===== config.mk =====
export PLATFORM = sky130hd
export DESIGN_NAME = risc_v_multicycle_controller
export DESIGN_NICKNAME = d
export VERILOG_FILES = /design/src/rtl/risc_v_pkg.sv /design/src/rtl/risc_v_alu_decoder.sv /design/src/rtl/risc_v_multicycle_controller.sv
export SDC_FILE = /design/constraint.sdc
export NUM_CORES = 1
export LEC_CHECK = 0
export ABC_CLOCK_PERIOD_IN_PS = 2100
export BUFFER_PORTS_ARGS = -buffer_cell sky130_fd_sc_hd__buf_4
export CORE_MARGIN = 1
export CORE_UTILIZATION = 40
export DETAILED_ROUTE_END_ITERATION = 8
export PLACE_DENSITY_LB_ADDON = 0.05
export SETUP_SLACK_MARGIN = 0.3
export SLEW_MARGIN = 5
export SYNTH_ARGS = -nofsm -noshare
export SYNTH_HDL_FRONTEND = slang
export SYNTH_SLANG_ARGS = --single-unit

===== constraint.sdc =====
create_clock -name clk -period 2.1 [get_ports clk]
set_input_delay 0.105 -clock clk [delete_from_list [all_inputs] [get_ports clk]]
set_output_delay 0.105 -clock clk [all_outputs]
set_load 0.05 [all_outputs]

===== src/rtl/risc_v_pkg.sv =====
// Shared definitions for the RV32I multi-cycle control path.
// Holds the opcode constants, the controller state enum, the mux and ALU control
// encodings, and the immediate-format lookup used in DECODE.
package risc_v_pkg;

    localparam logic [6:0] OP_LOAD   = 7'b0000011;
    localparam logic [6:0] OP_STORE  = 7'b0100011;
    localparam logic [6:0] OP_R      = 7'b0110011;
    localparam logic [6:0] OP_I      = 7'b0010011;
    localparam logic [6:0] OP_BRANCH = 7'b1100011;
    localparam logic [6:0] OP_JAL    = 7'b1101111;
    localparam logic [6:0] OP_JALR   = 7'b1100111;
    localparam logic [6:0] OP_LUI    = 7'b0110111;

    typedef enum logic [3:0] {
        S_FETCH, S_DECODE, S_MEM_ADR, S_MEM_RD, S_MEM_WB, S_MEM_WR, S_EXEC_R,
        S_EXEC_I, S_ALU_WB, S_BRANCH, S_JAL, S_JALR, S_JALR_WB, S_LUI, S_TRAP
    } state_e;

    typedef enum logic [2:0] {
        ALU_ADD = 3'b000, ALU_SUB = 3'b001, ALU_AND = 3'b010,
        ALU_OR  = 3'b011, ALU_XOR = 3'b100, ALU_SLT = 3'b101
    } alu_ctl_e;

    typedef enum logic [2:0] {
        IMM_I = 3'b000, IMM_S = 3'b001, IMM_B = 3'b010, IMM_J = 3'b011, IMM_U = 3'b100
    } imm_src_e;

    typedef enum logic [1:0] {
        RES_ALUOUT = 2'b00, RES_DATA = 2'b01, RES_ALURESULT = 2'b10, RES_IMMEXT = 2'b11
    } result_src_e;

    typedef enum logic [1:0] {SRCA_PC = 2'b00, SRCA_OLDPC = 2'b01, SRCA_RS1 = 2'b10} src_a_e;
    typedef enum logic [1:0] {SRCB_RS2 = 2'b00, SRCB_IMM = 2'b01, SRCB_FOUR = 2'b10} src_b_e;

    // Operation class fed to the ALU decoder: forced add, R-type or I-type.
    typedef enum logic [1:0] {ALU_CLS_ADD = 2'b00, ALU_CLS_R = 2'b01, ALU_CLS_I = 2'b10} alu_cls_e;

    // Immediate format implied by the opcode; unknown opcodes fall back to I.
    function automatic logic [2:0] imm_for_op(input logic [6:0] op);
        case (op)
            OP_STORE:  return IMM_S;
            OP_BRANCH: return IMM_B;
            OP_JAL:    return IMM_J;
            OP_LUI:    return IMM_U;
            default:   return IMM_I;
        endcase
    endfunction

endpackage


===== src/rtl/risc_v_alu_decoder.sv =====
// Combinational ALU decode shared with the single-cycle controller.
// Ports: alu_cls (forced add / R / I), func3, func7 (instr[30]) in;
//        alu_control and legal (func3 supported for R/I) out.
module risc_v_alu_decoder
    import risc_v_pkg::*;
(
    input  logic [1:0] alu_cls,
    input  logic [2:0] func3,
    input  logic       func7,
    output logic [2:0] alu_control,
    output logic       legal
);

    // func7 selects subtract only for register-register ops; addi ignores it.
    always_comb begin
        alu_control = ALU_ADD;
        legal       = 1'b1;
        if (alu_cls != ALU_CLS_ADD) begin
            case (func3)
                3'b000:  alu_control = (alu_cls == ALU_CLS_R && func7) ? ALU_SUB : ALU_ADD;
                3'b111:  alu_control = ALU_AND;
                3'b110:  alu_control = ALU_OR;
                3'b100:  alu_control = ALU_XOR;
                3'b010:  alu_control = ALU_SLT;
                default: legal       = 1'b0;
            endcase
        end
    end

endmodule


===== src/rtl/risc_v_multicycle_controller.sv =====
// Multi-cycle RV32I control unit: sequences fetch/decode/execute/memory/writeback
// over a shared ALU and single memory port, with a memory ready handshake, a
// retired-instruction counter and a sticky illegal-instruction trap.
// Ports: clk, rst_n; op, func3, func7, zero, b31, mem_ready in;
//        datapath controls (combinational from state and inputs), illegal and
//        instret (registered) out.
module risc_v_multicycle_controller
    import risc_v_pkg::*;
#(
    parameter int unsigned CNT_W         = 32,
    parameter bit          MEM_HANDSHAKE = 1'b1
) (
    input  logic             clk,
    input  logic             rst_n,
    input  logic [6:0]       op,
    input  logic [2:0]       func3,
    input  logic             func7,
    input  logic             zero,
    input  logic             b31,
    input  logic             mem_ready,
    output logic             pc_write,
    output logic             adr_src,
    output logic             ir_write,
    output logic             mem_read,
    output logic             mem_write,
    output logic [1:0]       result_src,
    output logic [1:0]       alu_src_a,
    output logic [1:0]       alu_src_b,
    output logic [2:0]       alu_control,
    output logic [2:0]       imm_src,
    output logic             reg_write,
    output logic             illegal,
    output logic [CNT_W-1:0] instret
);

    state_e           state_q, state_d;
    logic             illegal_q;
    logic [CNT_W-1:0] instret_q, instret_d;
    logic             ready, retire;
    logic             pc_write_c, ir_write_c, mem_write_c, reg_write_c;
    logic [1:0]       alu_cls;
    logic [2:0]       dec_alu_ctl;
    logic             dec_legal;
    logic             br_taken, br_legal;

    assign ready = MEM_HANDSHAKE ? mem_ready : 1'b1;

    assign alu_cls = (state_q == S_EXEC_R) ? ALU_CLS_R :
                     (state_q == S_EXEC_I) ? ALU_CLS_I : ALU_CLS_ADD;

    risc_v_alu_decoder u_alu_dec (
        .alu_cls     (alu_cls),
        .func3       (func3),
        .func7       (func7),
        .alu_control (dec_alu_ctl),
        .legal       (dec_legal)
    );

    // Branch condition from the rs1 - rs2 flags.
    always_comb begin
        br_taken = 1'b0;
        br_legal = 1'b1;
        case (func3)
            3'b000:  br_taken = zero;
            3'b001:  br_taken = ~zero;
            3'b100:  br_taken = b31;
            3'b101:  br_taken = ~b31;
            default: br_legal = 1'b0;
        endcase
    end

    // Next state and datapath controls.
    always_comb begin
        state_d     = state_q;
        retire      = 1'b0;
        pc_write_c  = 1'b0;
        ir_write_c  = 1'b0;
        mem_write_c = 1'b0;
        reg_write_c = 1'b0;
        adr_src     = 1'b0;
        mem_read    = 1'b0;
        result_src  = RES_ALUOUT;
        alu_src_a   = SRCA_PC;
        alu_src_b   = SRCB_RS2;
        alu_control = ALU_ADD;
        imm_src     = IMM_I;
        case (state_q)
            S_FETCH: begin
                mem_read   = 1'b1;
                alu_src_b  = SRCB_FOUR;
                result_src = RES_ALURESULT;
                if (ready) begin
                    pc_write_c = 1'b1;
                    ir_write_c = 1'b1;
                    state_d    = S_DECODE;
                end
            end
            S_DECODE: begin
                // Branch/jal target is computed here and parked in ALUOut.
                alu_src_a = SRCA_OLDPC;
                alu_src_b = SRCB_IMM;
                imm_src   = imm_for_op(op);
                case (op)
                    OP_LOAD, OP_STORE: state_d = S_MEM_ADR;
                    OP_R:              state_d = S_EXEC_R;
                    OP_I:              state_d = S_EXEC_I;
                    OP_BRANCH:         state_d = S_BRANCH;
                    OP_JAL:            state_d = S_JAL;
                    OP_JALR:           state_d = S_JALR;
                    OP_LUI:            state_d = S_LUI;
                    default:           state_d = S_TRAP;
                endcase
            end
            S_MEM_ADR: begin
                alu_src_a = SRCA_RS1;
                alu_src_b = SRCB_IMM;
                state_d   = (op == OP_LOAD) ? S_MEM_RD : S_MEM_WR;
            end
            S_MEM_RD: begin
                adr_src  = 1'b1;
                mem_read = 1'b1;
                if (ready) state_d = S_MEM_WB;
            end
            S_MEM_WB: begin
                result_src  = RES_DATA;
                reg_write_c = 1'b1;
                retire      = 1'b1;
                state_d     = S_FETCH;
            end
            S_MEM_WR: begin
                adr_src     = 1'b1;
                mem_write_c = 1'b1;
                if (ready) begin
                    retire  = 1'b1;
                    state_d = S_FETCH;
                end
            end
            S_EXEC_R, S_EXEC_I: begin
                alu_src_a   = SRCA_RS1;
                alu_src_b   = (state_q == S_EXEC_I) ? SRCB_IMM : SRCB_RS2;
                alu_control = dec_alu_ctl;
                state_d     = dec_legal ? S_ALU_WB : S_TRAP;
            end
            S_ALU_WB: begin
                reg_write_c = 1'b1;
                retire      = 1'b1;
                state_d     = S_FETCH;
            end
            S_BRANCH: begin
                alu_src_a   = SRCA_RS1;
                alu_src_b   = SRCB_RS2;
                alu_control = ALU_SUB;
                if (br_legal) begin
                    pc_write_c = br_taken;
                    retire     = 1'b1;
                    state_d    = S_FETCH;
                end else begin
                    state_d = S_TRAP;
                end
            end
            S_JAL: begin
                // Jump to the parked target while computing the link value.
                pc_write_c = 1'b1;
                alu_src_a  = SRCA_OLDPC;
                alu_src_b  = SRCB_FOUR;
                state_d    = S_ALU_WB;
            end
            S_JALR: begin
                if (func3 == 3'b000) begin
                    alu_src_a  = SRCA_RS1;
                    alu_src_b  = SRCB_IMM;
                    result_src = RES_ALURESULT;
                    pc_write_c = 1'b1;
                    state_d    = S_JALR_WB;
                end else begin
                    state_d = S_TRAP;
                end
            end
            S_JALR_WB: begin
                alu_src_a   = SRCA_OLDPC;
                alu_src_b   = SRCB_FOUR;
                result_src  = RES_ALURESULT;
                reg_write_c = 1'b1;
                retire      = 1'b1;
                state_d     = S_FETCH;
            end
            S_LUI: begin
                imm_src     = IMM_U;
                result_src  = RES_IMMEXT;
                reg_write_c = 1'b1;
                retire      = 1'b1;
                state_d     = S_FETCH;
            end
            S_TRAP:  state_d = S_TRAP;
            default: state_d = S_FETCH;
        endcase
    end

    assign instret_d = retire ? instret_q + CNT_W'(1) : instret_q;

    always_ff @(posedge clk or negedge rst_n) begin
        if (!rst_n) begin
            state_q   <= S_FETCH;
            illegal_q <= 1'b0;
            instret_q <= '0;
        end else begin
            state_q   <= state_d;
            illegal_q <= illegal_q | (state_d == S_TRAP);
            instret_q <= instret_d;
        end
    end

    // Write enables are masked while reset is held so an abandoned
    // instruction cannot commit anything.
    assign pc_write  = pc_write_c & rst_n;
    assign ir_write  = ir_write_c & rst_n;
    assign mem_write = mem_write_c & rst_n;
    assign reg_write = reg_write_c & rst_n;
    assign illegal   = illegal_q;
    assign instret   = instret_q;

endmodule


# After elaboration in Yosys (flattened, before gate mapping)
# Index checks and enable logic that the tools add are counted.
# W data, S select, Z words.
# classes
n_addsub	1
n_reduce_logical	16
n_mux	38
n_bitwise	7
n_eq_ne	30
# op_table
op	n
$pmux W4 S10	1
$add A32 B1 Y32 const B	1
$eq A4 B4 Y1 const B	8
$pmux W4 S7	1
$eq A7 B6 Y1 const B	3
$eq A7 B7 Y1 const B	3
$eq A4 B3 Y1 const B	4
$mux W4	4
$pmux W2 S4	2
$mux W1	15
$pmux W3 S5	1
$eq A3 B3 Y1 const B	4
$pmux W3 S2	2
$pmux W3 S4	1
$reduce_or A2 Y1	6
$reduce_or A4 Y1	3
$mux W3	3
$eq A4 B2 Y1 const B	2
$mux W2	4
$pmux W1 S4	2
$eq A7 B2 Y1 const B	1
$eq A7 B5 Y1 const B	1
$pmux W2 S3	1
$reduce_or A3 Y1	2
other kinds (13)	17
# word_totals
wordCells	95
inputBits	16
reg_bits	37
output_inout_bits	51

# Longest topological paths before layout
# logic_depth
word_depth	9
mapped_depth	7
depth_no_buf	5

# By module
# From an unflattened synthesis, not the netlist that was laid out.
# hier_totals
cells_unflattened	269
area_unflattened_um2	2344.7
# by_module_without_submodules
module	cells_each	n_inst	seq_area_each_um2	area_per_inst_um2
risc_v_multicycle_controller	260	1	925.9	2287.2
risc_v_alu_decoder	9	1	0.0	57.6

# Worst setup path after synthesis
# OpenSTA, ideal clock, no wires.
# synth_timing
kind	register to output
from	reg state_q[1]
to	out pc_write
required_time_ps	1995
t_arrival_ps	2753
stages_incl_launch_ff	6
path_slack_ps	-758
cell_sequence	dfrtp_1 nand2b_1 or3_1 nor3_1 a311oi_1 nor4b_1
# synth_between
elab_chain_len	3
# synth_rtl
item	line	rtl
start, declared	risc_v_multicycle_controller.sv:36	state_e state_q, state_d;
start signal, assigned	risc_v_multicycle_controller.sv:207	state_q <= state_d;
$eq A4 B4 Y1 / $logic_not A4 Y1 (equally long branches)	risc_v_multicycle_controller.sv:87	case (state_q)
$pmux W1 S4 *	risc_v_multicycle_controller.sv:87	
$and A1 B1 Y1 *	risc_v_multicycle_controller.sv:215	assign pc_write = pc_write_c & rst_n;
end, declared	risc_v_multicycle_controller.sv:21	output logic pc_write,
# Mark *: on every way between the ends. The rest lies on a longest branch, timed or not.

# Final worst setup path
# layout_timing
from	reg state_q[3]
to	out ir_write
# layout_between
elab_chain_len	3
# layout_rtl
item	line	rtl
$logic_not A4 Y1	risc_v_multicycle_controller.sv:87	
$mux W1	risc_v_multicycle_controller.sv:87	
$and A1 B1 Y1	risc_v_multicycle_controller.sv:216	assign ir_write = ir_write_c & rst_n;
end, declared	risc_v_multicycle_controller.sv:23	output logic ir_write,
# Every way passes these cells.

==> impl.org <==
** Global route
- Global routing used a little over a fifth of the available tracks.
- Entering global routing, the biggest net connects 38 pins.
- Global-route wire length before repair :: ~11000 um
- After global routing the overflow that remains totals 0.
- The initial antenna violation count came to 0.
- Via count of the first global-routing pass :: between 2000 and 2500

** Setup path
- The worst setup path is captured at an output port.
- At the worst endpoint, the required time is 2.00 ns.
- Crit path max fanout :: 9
- STA classifies the critical path startpoint as a flop.
- Critical Setup Path Class :: flop to output port
- The most critical setup path has its startpoint at state_q[3].
- R2r startpoint :: instret[5]
- Data arrives at the worst endpoint at about 1.9 ns.

** Logic synthesis
- When the netlist entered floorplanning its net count stood at ~280.
- After synthesis, the share of flip-flops with an asynchronous set or reset is between 90% and 100%.
- The cell area that synthesis handed to floorplanning was around 2300 sq um.
- Summing the areas of all xor and xnor instances in the mapped netlist gives approximately an eighth of the synthesized area.
- Post-Synth Adder-Cell Area :: less than 1%
- sky130_fd_sc_hd__dfrtp_1 takes more of the synthesized area than any other cell.
- Counting every instance in the synthesized netlist gives between 200 and 300.
- By area, the combinational part of the netlist is dominated by simple AND/OR/NAND/NOR gates.
- Post-Synthesis Mean Instance Area :: just under 9 sq um
- Summing the areas of all compound-gate instances in the mapped netlist gives a little under a tenth of the synthesized area.
- In the synthesized netlist the dominant register cell turns out to be sky130_fd_sc_hd__dfrtp_1.
- Yosys attributes the largest share of cell area to sky130_fd_sc_hd__dfrtp_1 40%, sky130_fd_sc_hd__xor2_1 9.0%, sky130_fd_sc_hd__xnor2_1 4.1%.
- Syn. warnings :: 0
- Portion of the post-synthesis area used by sequential elements :: 39.6%
- In this run, synthesis inferred 0 flip-flops with an integrated enable.
- In this run, distinct cell masters in the synthesized netlist total 50.
- Yosys top cell area share :: 39.6%
- Share of synthesized cell area in and, or, nand and nor gates :: 29.6%
- The synthesized design contains 37 register bits.
- Measured against the total synthesized area, the mux share comes to approximately 2.2%.

** Timing
- Setup repair after global routing could not meet its margin everywhere.
- For the final routed database, the setup TNS stands at 0 ns.
- The worst path meets setup with roughly 0.14 ns of slack.
- After layout, the worst path uses between 90% and 100% of the clock period.
- Hold is met by approximately 0.20 ns.
- The worst path in the final design needs a cycle of 1.96 ns, including I/O delays and setup.
- At the pin with the least slew margin, the transition time is around 0.47 ns.
- Between clock sinks in the finished design, the worst skew comes to 0.00477 ns.
- Slew Limit Fails :: 0
- Setup Viol. Count Final :: 0
- Number of failing hold endpoints at the final stage :: 0
- Maximum clock frequency :: between 500 and 600 MHz
- Headroom to the max-slew limit came out at 68.4%.

** Drt
- DRC marker count from the first detailed-route iteration :: 168
- Final antenna-violating net count :: 0
- The routed layout has 2340 vias.
- Number of optimization iterations in the first detailed-route pass :: 4
- Average routed wire per standard cell :: between 10 and 15 um
- After detailed routing, the number of remaining DRC violations is 0.
- Dividing the detail-routed via count by the number of cells gives 5.32.
- Routed WL :: 6450 um

** Cells and area
- In the final layout, the share of cells above drive strength 1 is about half.
- Most used cells in the layout excluding fill and tap cells :: 92 x sky130_fd_sc_hd__buf_4, 24 x sky130_fd_sc_hd__xor2_1, 21 x sky130_fd_sc_hd__nand2_1
- Fill cells in the final layout number approximately 470.
- Inserted Diodes :: 0
- Layout area overhead :: 62.9%
- Most common cell after layout, fill and taps aside :: sky130_fd_sc_hd__buf_4
- For this run, the post-layout net count is between 300 and 400.

** Worst hold path
- Hold path startpoint :: op[4]
- The min-delay analysis places its worst path in the category primary input to flop.

** Floorplan
- The floorplan has 27 rows.
- Once the floorplan was initialized, standard cells occupied 42.0% of the core.
- Chip Width :: a little under 80 um
- The die covers approximately 6200 sq um.
- Count of pins on the block boundary :: 67
- Core Box Area :: 5570 sq um
- The die is 78.5 um tall.

** Placed design
- Routability-driven placement finished with a final weighted congestion of roughly 0.86.
- IO Port Bufs :: 66
- The HPWL after detailed placement is between 4000 and 5000 um.
- Before CTS, the worst setup slack after placement is 0.0507 ns.

** Flow run
- Max-cap violations in this run came to 0.

** Clocking
- TritonCTS built the clock tree.
- Clk buf depth :: 2
- Clock insertion delay at the later pin of the skew report :: roughly 0.29 ns
- Cts bufs inserted :: 5
- In this run the number of H-tree levels came out at 2.
- After clock tree synthesis, the clock-pin slew on the worst setup and hold paths is around 0.070 ns.
- The root buffer cell chosen for the clock tree is sky130_fd_sc_hd__clkbuf_8.
- Clock tree synthesis found a total of 37 sinks.

** Run status
- The flow ran to the end, and the final reports show no timing, DRC or antenna violations.

** Pwr
- The worst-case IR drop observed on VDD is 0.740 mV.
- Power per cell area :: about 1000 nW/um^2
- Reported leakage power :: slightly below 2 nW
==> critical path, cell delays in order (launching register included) <==
cell and delay [ns]:
sky130_fd_sc_hd__dfrtp_2 0.44, sky130_fd_sc_hd__buf_4 0.18, sky130_fd_sc_hd__nor3_1 0.38, sky130_fd_sc_hd__buf_4 0.21, sky130_fd_sc_hd__and4_1 0.18, sky130_fd_sc_hd__buf_4 0.19
==> final timing paths <==
kind | slack, ns | to | cells after the start
worst max register to register | 0.19 | instret[28] | 6
min in group asynchronous | 0.46 | instret[30] | 3
worst min register to register | 0.48 | instret[19] | 1
worst min-delay path | 0.20 | state_q[0] | 4
max in group asynchronous | 1.28 | state_q[0] | 3
worst max-delay path | 0.14 | ir_write | 5
==> logic make-up after synthesis <==
group                    count (synthesis)
flip-flops                              37
multiplexers                             5
AO/OA/AOI/OAI                           33
buffers and inverters                   29
AND/OR/NAND/NOR                        125
adder cells (fa/ha/maj)                  1
XOR/XNOR                                35
==> what timing repair did <==
action	4_1_cts	5_1_grt
hold buffers	1	0
pin swaps	20	21
setup endpoints to repair	35	40
gates cloned	2	0
resized for setup	31	21
endpoints found under the hold margin	37	0
buffers inserted	23	2
==> flip-flops by register name, indices dropped and copies added (netlist names) <==
register,flops
state_q,4
illegal,1
instret,32
==> per-layer routing <==
layer  GRT usage (%)  share of wire (%)
met5               0                  0
met4            6.67                1.2
met3            3.60                4.7
met2            33.2                 46
met1            32.0                 48
==> synthesized netlist by cell type (all sizes together) (5+ instances only) <==
master  count
xor2       24
nand2      23
nor2b       5
inv        15
clkbuf      6
nand4       8
nand3      11
or3         5
buf         8
nor4        8
dfrtp      37
a21oi      11
nand2b      5
and3        6
xnor2      11
nor3       19
nor2       25
==> area by class of cell <==
class | instances | area (sq um) | area share [%]
clock buffer | 6 | 72.6 | 1.91
clock inverter | 2 | 10.0 | 0.263
inverter | 15 | 56.3 | 1.48
multi-input combinational | 200 | 1710 | 44.8
sequential | 37 | 947 | 24.9
tap | 72 | 90.1 | 2.37
timing repair buffer | 108 | 925 | 24.3
==> power breakdown <==
part / leakage [nW] / internal [mW] / switching, mW / total [mW]
combinational: 1.43 / 0.918 / 1.47 / 2.39
clock: 0.0450 / 0.230 / 0.249 / 0.479
sequential: 0.448 / 0.821 / 0.129 / 0.950
==> stage by stage <==
| step | area [sq um] | instances | total power [mW] | util [%] |
|---|---|---|---|---|
| final | 3810 | 440 | 3.82 | 68.3 |
| after global routing | 3810 | 440 | 4.00 | 68.3 |
| after CTS | 3690 | 438 | 3.66 | 66.3 |
| after detailed placement | 3240 | 404 | 2.94 | 58.2 |
| after global placement | 3240 | 404 | 2.93 | 58.2 |
| after floorplan | 2620 | 265 | 2.36 | - |
Note: power is estimated with default switching activity, not from simulation.
